**config.mk**
```make
export PLATFORM = sky130hd
export DESIGN_NAME = lb_window_ctrl
export DESIGN_NICKNAME = d
export VERILOG_FILES = /design/src/rtl/lb_window_ctrl.sv
export SDC_FILE = /design/constraint.sdc
export NUM_CORES = 1
export LEC_CHECK = 0
export CAP_MARGIN = 10
export CORE_MARGIN = 4
export CORE_UTILIZATION = 56
export DETAILED_ROUTE_END_ITERATION = 7
export PLACE_DENSITY = 0.84
export SYNTH_ARGS = -nofsm -noshare
export SYNTH_HDL_FRONTEND = slang
export SYNTH_SLANG_ARGS = --single-unit
```
**constraint.sdc**
```tcl
create_clock -name clk -period 2.7 [get_ports clk]
set_input_delay 0.54 -clock clk [delete_from_list [all_inputs] [get_ports clk]]
set_output_delay 0.54 -clock clk [all_outputs]
set_load 0.02 [all_outputs]
```
**src/rtl/lb_window_ctrl.sv**
```systemverilog
// lb_window_ctrl: frame sequencer for a 3-row line buffer feeding a 3x3
// convolution. It gates the pixel stream, drives the line buffer shift
// enable, tracks the row/column position and flags every cycle where the
// line buffer taps plus the downstream column register hold a full window.
module lb_window_ctrl #(
  parameter int WIDTH  = 416,
  parameter int HEIGHT = 416,
  parameter int STRIDE = 1
) (
  input  logic                      clk,
  input  logic                      rst_n,
  input  logic                      start,
  input  logic                      s_valid,
  output logic                      s_ready,
  output logic                      lb_valid_in,
  output logic                      m_valid,
  input  logic                      m_ready,
  output logic [$clog2(HEIGHT)-1:0] m_row,
  output logic [$clog2(WIDTH)-1:0]  m_col,
  output logic                      frame_done,
  output logic                      busy
);

  localparam int CW = $clog2(WIDTH);
  localparam int RW = $clog2(HEIGHT);

  typedef enum logic [1:0] {IDLE, RUN, DRAIN, DONE} state_t;

  state_t          state_q, state_d;
  logic [CW-1:0]   col_q, col_d;
  logic [RW-1:0]   row_q, row_d;
  logic            m_valid_q, m_valid_d;
  logic [RW-1:0]   m_row_q, m_row_d;
  logic [CW-1:0]   m_col_q, m_col_d;

  logic            accept;
  logic            last_col;
  logic            last_pix;
  logic            stride_ok;
  logic            win;
  logic [RW-1:0]   row_off;
  logic [CW-1:0]   col_off;
  logic [RW-1:0]   win_row;
  logic [CW-1:0]   win_col;

  // A held window blocks the stream so the line buffer and taps freeze with it.
  assign s_ready     = (state_q == RUN) && (!m_valid_q || m_ready);
  assign accept      = s_valid && s_ready;
  assign lb_valid_in = accept;

  assign last_col = (col_q == CW'(WIDTH - 1));
  assign last_pix = last_col && (row_q == RW'(HEIGHT - 1));

  // For stride 2 the window origin sits on even rows/columns (r-2 even <=> r even).
  assign stride_ok = (STRIDE == 2) ? (!row_q[0] && !col_q[0]) : 1'b1;
  assign win       = (row_q >= RW'(2)) && (col_q >= CW'(2)) && stride_ok;

  assign row_off = row_q - RW'(2);
  assign col_off = col_q - CW'(2);
  assign win_row = (STRIDE == 2) ? (row_off >> 1) : row_off;
  assign win_col = (STRIDE == 2) ? (col_off >> 1) : col_off;

  assign m_valid    = m_valid_q;
  assign m_row      = m_row_q;
  assign m_col      = m_col_q;
  assign frame_done = (state_q == DONE);
  assign busy       = (state_q != IDLE);

  // State, position counters and the registered window descriptor.
  always_ff @(posedge clk or negedge rst_n) begin
    if (!rst_n) begin
      state_q   <= IDLE;
      col_q     <= '0;
      row_q     <= '0;
      m_valid_q <= 1'b0;
      m_row_q   <= '0;
      m_col_q   <= '0;
    end else begin
      state_q   <= state_d;
      col_q     <= col_d;
      row_q     <= row_d;
      m_valid_q <= m_valid_d;
      m_row_q   <= m_row_d;
      m_col_q   <= m_col_d;
    end
  end

  // Next-state logic: frame sequencing, position tracking, window flagging.
  always_comb begin
    state_d   = state_q;
    col_d     = col_q;
    row_d     = row_q;
    m_valid_d = m_valid_q;
    m_row_d   = m_row_q;
    m_col_d   = m_col_q;

    // Downstream take retires the current window; a new one below overrides.
    if (m_ready) begin
      m_valid_d = 1'b0;
    end

    case (state_q)
      IDLE: begin
        if (start) begin
          state_d = RUN;
          col_d   = '0;
          row_d   = '0;
        end
      end
      RUN: begin
        if (accept) begin
          if (last_col) begin
            col_d = '0;
            // Row stays on the last line so it never wraps inside a frame.
            if (!last_pix) begin
              row_d = row_q + RW'(1);
            end
          end else begin
            col_d = col_q + CW'(1);
          end
          if (win) begin
            m_valid_d = 1'b1;
            m_row_d   = win_row;
            m_col_d   = win_col;
          end
          if (last_pix) begin
            state_d = DRAIN;
          end
        end
      end
      DRAIN: begin
        if (!m_valid_q || m_ready) begin
          state_d = DONE;
        end
      end
      DONE: begin
        state_d = IDLE;
      end
      default: begin
        state_d = IDLE;
      end
    endcase
  end

endmodule

```
Word level (Yosys, flattened, before mapping)
Index checks and enable logic that the tools add are counted.
{ "word_totals": {"register_bits": 39, "in_bits": 5, "out_inout_bits": 23, "wordCells": 53} }
{ "classes": {"addsub": 4, "n_lt_le_gt_ge": 2, "n_eq_ne": 11, "muxes": 17, "n_reduce_logical": 13} }
{ "ops": {"columns": ["op", "count"], "rows": [
  ["9-bit two-way mux", 6],
  ["9-bit one-hot mux with 2 select lines", 2],
  ["9-bit by 1-bit adder with 9-bit output (second input constant)", 2],
  ["9-bit equality test (second input constant)", 2],
  ["9-bit by 2-bit >= comparator with 1-bit output (second input constant)", 2],
  ["9-bit by 2-bit subtractor with 9-bit output (second input constant)", 2],
  ["2-bit != test (second input constant)", 6],
  ["2-bit two-way mux", 4],
  ["2-bit one-hot mux with 4 select lines", 1],
  ["3-bit AND reduction", 2],
  ["5-bit AND reduction", 1],
  ["2-bit equality test (second input constant)", 2],
  ["1-bit logical AND", 4],
  ["1-bit two-way mux", 4],
  ["4-bit AND reduction", 1],
  ["2-bit nonzero test", 2],
  ["2-bit by 1-bit equality test with 1-bit output (second input constant)", 1],
  ["2-bit logical NOT", 1],
  ["1-bit logical NOT", 1],
  ["1-bit logical OR", 1]
]} }

Depth between registers and ports, before layout
Gate-level depths: netlist of run 1.
{ "logic_depth": {"word_depth": 6, "ltp_mapped": 7, "mapped_depth_nobuf": 7} }

Least setup slack after synthesis of run 1
Ideal clock, no wire load.
{ "synth_timing": {"path_type": "flip-flop to flip-flop", "start": "register col_q[1]", "end": "register state_q[1]", "setup_ns": 0.125, "arrival_time_ns": 1.995, "t_required_ns": 2.575, "slack_ns": 0.580, "path_stages_with_launch": 8, "path_buffers": 1, "synth_period_minus_slack_ns": 2.120, "cell_sequence": "dfrtp_1 > ha_1 > nand4_1 > or4_4 > buf_6 > o41ai_4 > nand3_2 > mux2_4"} }
{ "synth_between": {"elab_chain_cells": 4} }
{ "synth_lines": {"columns": ["element", "line", "text"], "rows": [
  ["start: declaration", "30", "logic [CW-1:0] col_q, col_d;"],
  ["start signal: assignment", "80", "col_q <= col_d;"],
  ["9-bit equality test", "51", "assign last_col = (col_q == CW'(WIDTH - 1));"],
  ["1-bit logical AND", "52", "assign last_pix = last_col && (row_q == RW'(HEIGHT - 1));"],
  ["2-bit != test (no source line)", null, null],
  ["4-bit AND reduction (no source line)", null, null],
  ["end signal: assignment", "79", "state_q <= state_d;"],
  ["end: declaration", "29", "state_t state_q, state_d;"]
]} }
Every way passes these cells.
A chain may end at the register's enable or synchronous reset.

Final worst setup path of run 1
{ "layout_timing": {"start": "input port m_ready", "end": "output port lb_valid_in"} }
{ "layout_between": {"elab_chain_cells": 3} }
{ "layout_lines": {"columns": ["element", "line", "text"], "rows": [
  ["start: declaration", "17", "input logic m_ready,"],
  ["1-bit logical OR", "47", "assign s_ready = (state_q == RUN) && (!m_valid_q || m_ready);"],
  ["1-bit logical AND", "47", null],
  ["1-bit logical AND", "48", "assign accept = s_valid && s_ready;"],
  ["end: declaration", "15", "output logic lb_valid_in,"]
]} }
Every way passes these cells.

==> metrics.md, run 1 <==
| Metric | Value |
|---|---|
| Status | `completed` |
| Critical Path AT | `around 2100 ps` |
| Initial detailed-routing violation count | `~130` |
| Fin worst setup slack | `between 90 and 100 ps` |
| Root Buffer Master | `clkbuf_8` |
| Largest family of logic cells by synthesized area | `simple AND/OR/NAND/NOR gates` |
| Pwr Density | `roughly 730 nW/um^2` |
| Slew Viols, Final | `0` |
| Met2 Resource Use GR | `0.3054` |
| Routability cong. | `just under 0.9` |
| Syn_nets | `between 200 and 250` |
| Wire length per cell | `15.42 um` |
| Final ANT Viol Nets | `0` |
| Rel. slew slack | `0.4254` |
| Tmin final | `~2600 ps` |
| Final WL | `~4.7 mm` |
| Final nets | `~270` |
| Post-Synth Adder-Cell Area | `0.07004` |
| Post-synthesis cell type count | `53` |
| Post-synth EDFFs | `0` |
| N_diodes | `0` |
| Effective utilization at floorplan | `0.5805` |
| Multiplexer area fraction after synthesis | `0.1013` |
| Net load switching power | `between 0.6 and 0.7 mW` |
| Sequential-to-total area share from yosys stat | `0.4203` |
| CTS buffer count | `5` |
| I/O pins | `28` |
| Commonest non-fill, non-tap cells in the layout | `39 x dfrtp_1, 26 x clkdlybuf4s50_1, 16 x mux2_2` |
| Core Area | `roughly 4000 sq um` |
| Final hold viol count | `0` |
| Maximum number of pins on one net before global-route repair | `40` |
| Hold Crit Class | `input pin to asynchronous set/reset pin` |
| Gr busiest metal | `met2` |
| Switch share | `0.3427` |
| Skew-Pair Late Insertion Delay | `roughly 290 ps` |
| Yosys warning count | `0` |
| Layout cell share with drive strength beyond 1 | `0.1518` |
| Crit. End Element | `output port` |
| Pre-CTS WS | `98.54 ps` |
| Post_cts resized | `0` |
| Post-route DRC | `0` |
| Drt first pass iters | `4` |
| VDD IR max | `between 500 and 600 uV` |
| Setup repair after global routing missed its margin | `false` |
| Global routing usage on met1 | `0.2759` |
| Period utilization | `0.9635` |
| Setup Viol. Count Final | `0` |
| Crit path max fanout | `4` |
| Worst Setup SP | `m_ready` |
| Worst Clk Skew | `4.117 ps` |
| GRT Resource Usage Total | `0.1966` |
| CTS tree | `built` |
| Total Die Area | `5241 sq um` |
| Syn Area/Cell | `10.19 sq um` |
| Post-Synth XOR/XNOR Area | `0.04903` |
| TritonCTS Sinks | `39` |
| Post-synthesis compound-gate area fraction | `0.1315` |
| Main synth FF type | `dfrtp_1` |
| Clock slew at reported path FFs | `~70 ps` |
| H-tree levels | `2` |
| Input/output buffers | `27` |
| Synth Instances | `approximately 230` |
| Seq cells post-synth | `39` |
| Commonest non-fill, non-tap cell in the layout | `dfrtp_1` |
| Maximum clock path buffer count | `2` |
| Startpoint Class | `input pin` |
| Synthesized area | `2322 sq um` |
| Critical path class | `input pin to output port` |
| First-pass GRT wire length | `~8 mm` |
| Row count | `23` |
| CTS Hold Bufs | `0` |
| Post-synthesis simple-gate area fraction | `0.1762` |
| Pint | `1.327 mW` |
| Fillers | `between 300 and 400` |
| Vias in the first global route | `between 1.5k and 2k` |
| Post-CTS setup repair buffer count | `0` |
| Vias | `1812` |
| Final Power | `approximately 2 mW` |
| GR met3 Demand/Resource | `0.04017` |
| Comb pwr share | `0.307` |
| Critical path data required time | `approximately 2200 ps` |
| Launch point of the worst reg-to-reg path | `col_q[1]` |
| Max Cap Violations | `0` |
| Sequential share of power | `0.444` |
| Grt total ovfl | `0` |
| DP Wirelength | `3.396 mm` |
| Vias per cell | `roughly 5.9` |
| Clock power share | `0.249` |
| Tightest Pin Transition | `roughly 860 ps` |
| Setup TNS | `0 ps` |
| Die width | `about 72 um` |
| LEAKAGE | `between 1 and 1.5 nW` |
| Async SR Flop Fraction | `1.000` |
| Initial antenna violation count | `0` |
| Max Freq | `384.4 MHz` |
| P&R area growth vs syn | `18.43%` |
| Chip height | `72.40 um` |
## final cells by class
class                   count  area [sq um]  share of cell area
flip-flops and latches     39         975.9              0.3549
repair buffers             32         315.3              0.1146
well taps                  50         62.56             0.02275
multi-input cells         164          1226              0.4459
clock inverters             2         35.03             0.01274
inverters                  14         52.55             0.01911
clock buffers               6         82.58             0.03003
## synth_stat cells, drive strengths merged (2+ instances only)
| cell type | n | share of area |
|---|---|---|
| mux2i | 4 | 0.017 |
| or4 | 2 | 0.0081 |
| nor3 | 7 | 0.017 |
| o41ai | 2 | 0.016 |
| or3 | 3 | 0.0081 |
| or2 | 2 | 0.0065 |
| nand2b | 3 | 0.0081 |
| dfrtp | 39 | 0.42 |
| o21a | 2 | 0.0065 |
| and2 | 5 | 0.013 |
| xnor2 | 6 | 0.023 |
| o21ai | 9 | 0.019 |
| buf | 9 | 0.026 |
| nand3 | 13 | 0.030 |
| clkbuf | 2 | 0.0032 |
| inv | 14 | 0.023 |
| o211ai | 3 | 0.0097 |
| xor2 | 7 | 0.026 |
| mux2 | 17 | 0.084 |
| o2111ai | 2 | 0.0075 |
| o31ai | 4 | 0.013 |
| a31oi | 3 | 0.0081 |
| ha | 13 | 0.070 |
| a21oi | 5 | 0.011 |
| nand4 | 7 | 0.019 |
| nor4 | 3 | 0.0081 |
| nor2 | 15 | 0.024 |
| nand2 | 12 | 0.020 |
## per-layer routing
metal | share of wire | routed length [um]
met3 | 0.062 | 295
met5 | 0 | 0
met4 | 0.012 | 59
met1 | 0.46 | 2181
met2 | 0.46 | 2198
## worst max-delay path, stage by stage
cell and delay, ps:
clkdlybuf4s50_1 480, nand2b_1 160, nand3_1 190, inv_1 90, clkdlybuf4s50_1 600
## power by group through the flow
stage | logic (mW) | registers, mW | clock network [mW]
after global routing | 0.676 | 0.919 | 0.537
after CTS | 0.628 | 0.892 | 0.510
after floorplan | 0.411 | 0.879 | 0
final | 0.620 | 0.897 | 0.502
after detailed placement | 0.620 | 0.901 | 0
after global placement | 0.601 | 0.889 | 0
## state kept, by name, summed over array words and instances (netlist names)
name / cells
m_row: 9
m_valid: 1
m_col: 9
row_q: 9
col_q: 9
state_q: 2
## kinds of logic (layout without fill, tap and decap cells)
| kind of cell | Yosys count | in the layout |
|---|---|---|
| AOI/OAI and AO/OA | 41 | 41 |
| xor gates and xnor gates | 13 | 13 |
| adders and majority gates | 13 | 13 |
| buffers and inverters | 25 | 54 |
| DFF | 39 | 39 |
| muxes | 21 | 21 |
| and+or+nand+nor | 76 | 76 |
## metrics by stage
stage	utilization	cell area (sq um)	hold slack, ps	cells
floorplan	-	2322	244.4	228
global placement	0.6581	2633	488.4	299
detailed placement	0.6581	2633	493.9	299
CTS	0.6875	2750	394.2	307
global route	0.6875	2750	434.0	307
finish	0.6875	2750	355.9	307
## worst paths after layout
check	end	slack, ps	cells past startpoint
max reg2reg	state_q[1]	400	6
min	m_row[3]	360	1
max	lb_valid_in	100	5
min reg2reg	m_row[7]	510	1
max in group asynchronous	m_valid	1800	1
min in group clk	m_row[7]	510	1
No activity file was read; power rests on OpenSTA's default activity.
==> inputs of run 2 (changes only) <==
--- a/config.mk
+++ b/config.mk
@@ -6,7 +6,6 @@
 export NUM_CORES = 1
 export LEC_CHECK = 0
 export CAP_MARGIN = 10
-export CORE_MARGIN = 4
 export CORE_UTILIZATION = 56
 export DETAILED_ROUTE_END_ITERATION = 7
 export PLACE_DENSITY = 0.84
==> metrics.md, run 2 (same netlist as run 1, synthesis figures left out) <==
| Metric | Value |
|---|---|
| LEAKAGE | `roughly 1.2 nW` |
| Worst Setup SP | `m_ready` |
| Worst hold slack | `357.1 ps` |
| Max Cap Violations | `0` |
| Net load switching power | `a little under 0.7 mW` |
| Worst Clk Skew | `between 5 and 6 ps` |
| Hold Crit Class | `input pin to asynchronous set/reset pin` |
| Post-CTS setup repair buffer count | `0` |
| Die width | `roughly 66 um` |
| Clock slew at reported path FFs | `70 ps` |
| Design area | `2716 sq um` |
| DP Wirelength | `3.269 mm` |
| H-tree levels | `2` |
| Area post-placement | `~2600 sq um` |
| P&R area growth vs syn | `16.97%` |
| Setup repair after global routing missed its margin | `false` |
| Initial detailed-routing violation count | `78` |
| Grt total ovfl | `0` |
| Violated checks | `design-rule violations` |
| Final nets | `276` |
| Row count | `23` |
| Fillers | `roughly 310` |
| Critical Path Most Common Cell | `clkdlybuf4s50_1` |
| Post_cts resized | `0` |
| Crit. End Element | `output port` |
| Pint | `~1.2 mW` |
| Total Die Area | `4408 sq um` |
| Tmin final | `roughly 2500 ps` |
| Crit path max fanout | `4` |
| Critical path data required time | `roughly 2200 ps` |
| Vias per cell | `5.864` |
| Effective utilization at floorplan | `0.5805` |
| Final WL | `4.486 mm` |
| CTS tree | `built` |
| Initial antenna violation count | `0` |
| Setup TNS | `0 ps` |
| CP max-delay cell | `clkdlybuf4s50_1` |
| Maximum clock path buffer count | `2` |
| Critical path class | `input pin to output port` |
| Final hold viol count | `0` |
| Clock power share | `0.202` |
| First-pass GRT wire length | `slightly below 8 mm` |
| Routability cong. | `about 0.9` |
| Slew Viols, Final | `0` |
| Launch point of the worst reg-to-reg path | `col_q[1]` |
| Pwr Density | `698.3 nW/um^2` |
| Critical Path AT | `2000 ps` |
| Comb pwr share | `0.338` |
| Commonest non-fill, non-tap cell in the layout | `dfrtp_1` |
| Chip height | `66.40 um` |
| CTS Hold Bufs | `0` |
| Wire length per cell | `approximately 15 um` |
| Switch share | `0.3585` |
| I/O pins | `28` |
| Sequential share of power | `0.461` |
| Commonest non-fill, non-tap cells in the layout | `39 x dfrtp_1, 26 x clkdlybuf4s50_1, 16 x mux2_2` |
| Crit path cell chain | `clkdlybuf4s50_1 -> nand2b_1 -> nand3_1 -> inv_1 -> clkdlybuf4s50_1` |
| TritonCTS Sinks | `39` |
| GRT Resource Usage Total | `0.2416` |
| Post-route DRC | `2` |
| Setup Viol. Count Final | `0` |
| Input/output buffers | `27` |
| Core Area | `about 4000 sq um` |
| Drt first pass iters | `6` |
| Rel. slew slack | `0.4199` |
| Skew-Pair Late Insertion Delay | `a little under 300 ps` |
| Max Freq | `slightly below 400 MHz` |
| Status | `finished, violations left` |
| Layout cell share with drive strength beyond 1 | `0.1506` |
| Worst stage delay on the critical path | `a little under 600 ps` |
| VDD IR max | `approximately 430 uV` |
| Vias | `~1.8k` |
| Root Buffer Master | `clkbuf_8` |
| Vias in the first global route | `between 1.5k and 2k` |
| N_diodes | `0` |
| Final ANT Viol Nets | `0` |
| Maximum number of pins on one net before global-route repair | `40` |
| Tightest Pin Transition | `a little under 900 ps` |
| Startpoint Class | `input pin` |
| Period utilization | `0.9400` |
| CTS buffer count | `5` |
[run 2: cell count changes in the layout (fill, tap and decap cells not counted), sizes merged]
cell    previous run  this run
clkbuf             6         7
buf                6         8
bufinv             1         0
[run 2: cell type report]
| class | count | area (sq um) | share of cell area |
|---|---|---|---|
| Clock inverter | 1 | 5.005 | 0.001842 |
| Sequential cell | 39 | 975.9 | 0.3593 |
| Multi-Input combinational cell | 164 | 1226 | 0.4514 |
| Clock buffer | 7 | 76.32 | 0.02810 |
| Inverter | 14 | 52.55 | 0.01935 |
| Tap cell | 50 | 62.56 | 0.02303 |
| Timing Repair Buffer | 34 | 317.8 | 0.1170 |
[run 2: metrics by stage]
stage | worst slack (ps) | power (mW) | util | cells
final | 162.0 | 1.897 | 0.6791 | 309
after global routing | 99.02 | 2.019 | 0.6791 | 309
after CTS | 175.3 | 1.901 | 0.6791 | 309
after detailed placement | 173.7 | 1.519 | 0.6587 | 301
after global placement | 186.3 | 1.495 | 0.6587 | 301
after floorplan | 579.5 | 1.290 | - | 228
[run 2: critical path, delay by kind of cell]
kind                   cells  cell delay, ps
buffers and inverters      3            1140
AND/OR/NAND/NOR            2             310
[run 2: metal layers]
metal / vias up / global-route usage / wire length (um)
met4: 0 / 0.07713 / 62
met3: 6 / 0.05172 / 221
met5: - / 0 / 0
met1: 864 / 0.3572 / 2178
li1: 881 / - / -
met2: 61 / 0.3495 / 2023
[run 2: final timing paths]
path	cells after the start	end	slack, ps
worst min-delay path	1	m_row[4]	360
worst min register to register	1	m_col[7]	510
worst max register to register	6	state_q[1]	440
worst max-delay path	5	lb_valid_in	160
max in group asynchronous	1	m_col[5]	1790
min in group clk	1	m_col[7]	510
[run 2: power groups by stage]
| stage | clock network, mW | logic (mW) | registers (mW) |
|---|---|---|---|
| floorplan | 0 | 0.411 | 0.879 |
| global placement | 0 | 0.622 | 0.873 |
| detailed placement | 0 | 0.636 | 0.883 |
| CTS | 0.388 | 0.643 | 0.871 |
| global route | 0.416 | 0.705 | 0.898 |
| finish | 0.383 | 0.640 | 0.874 |
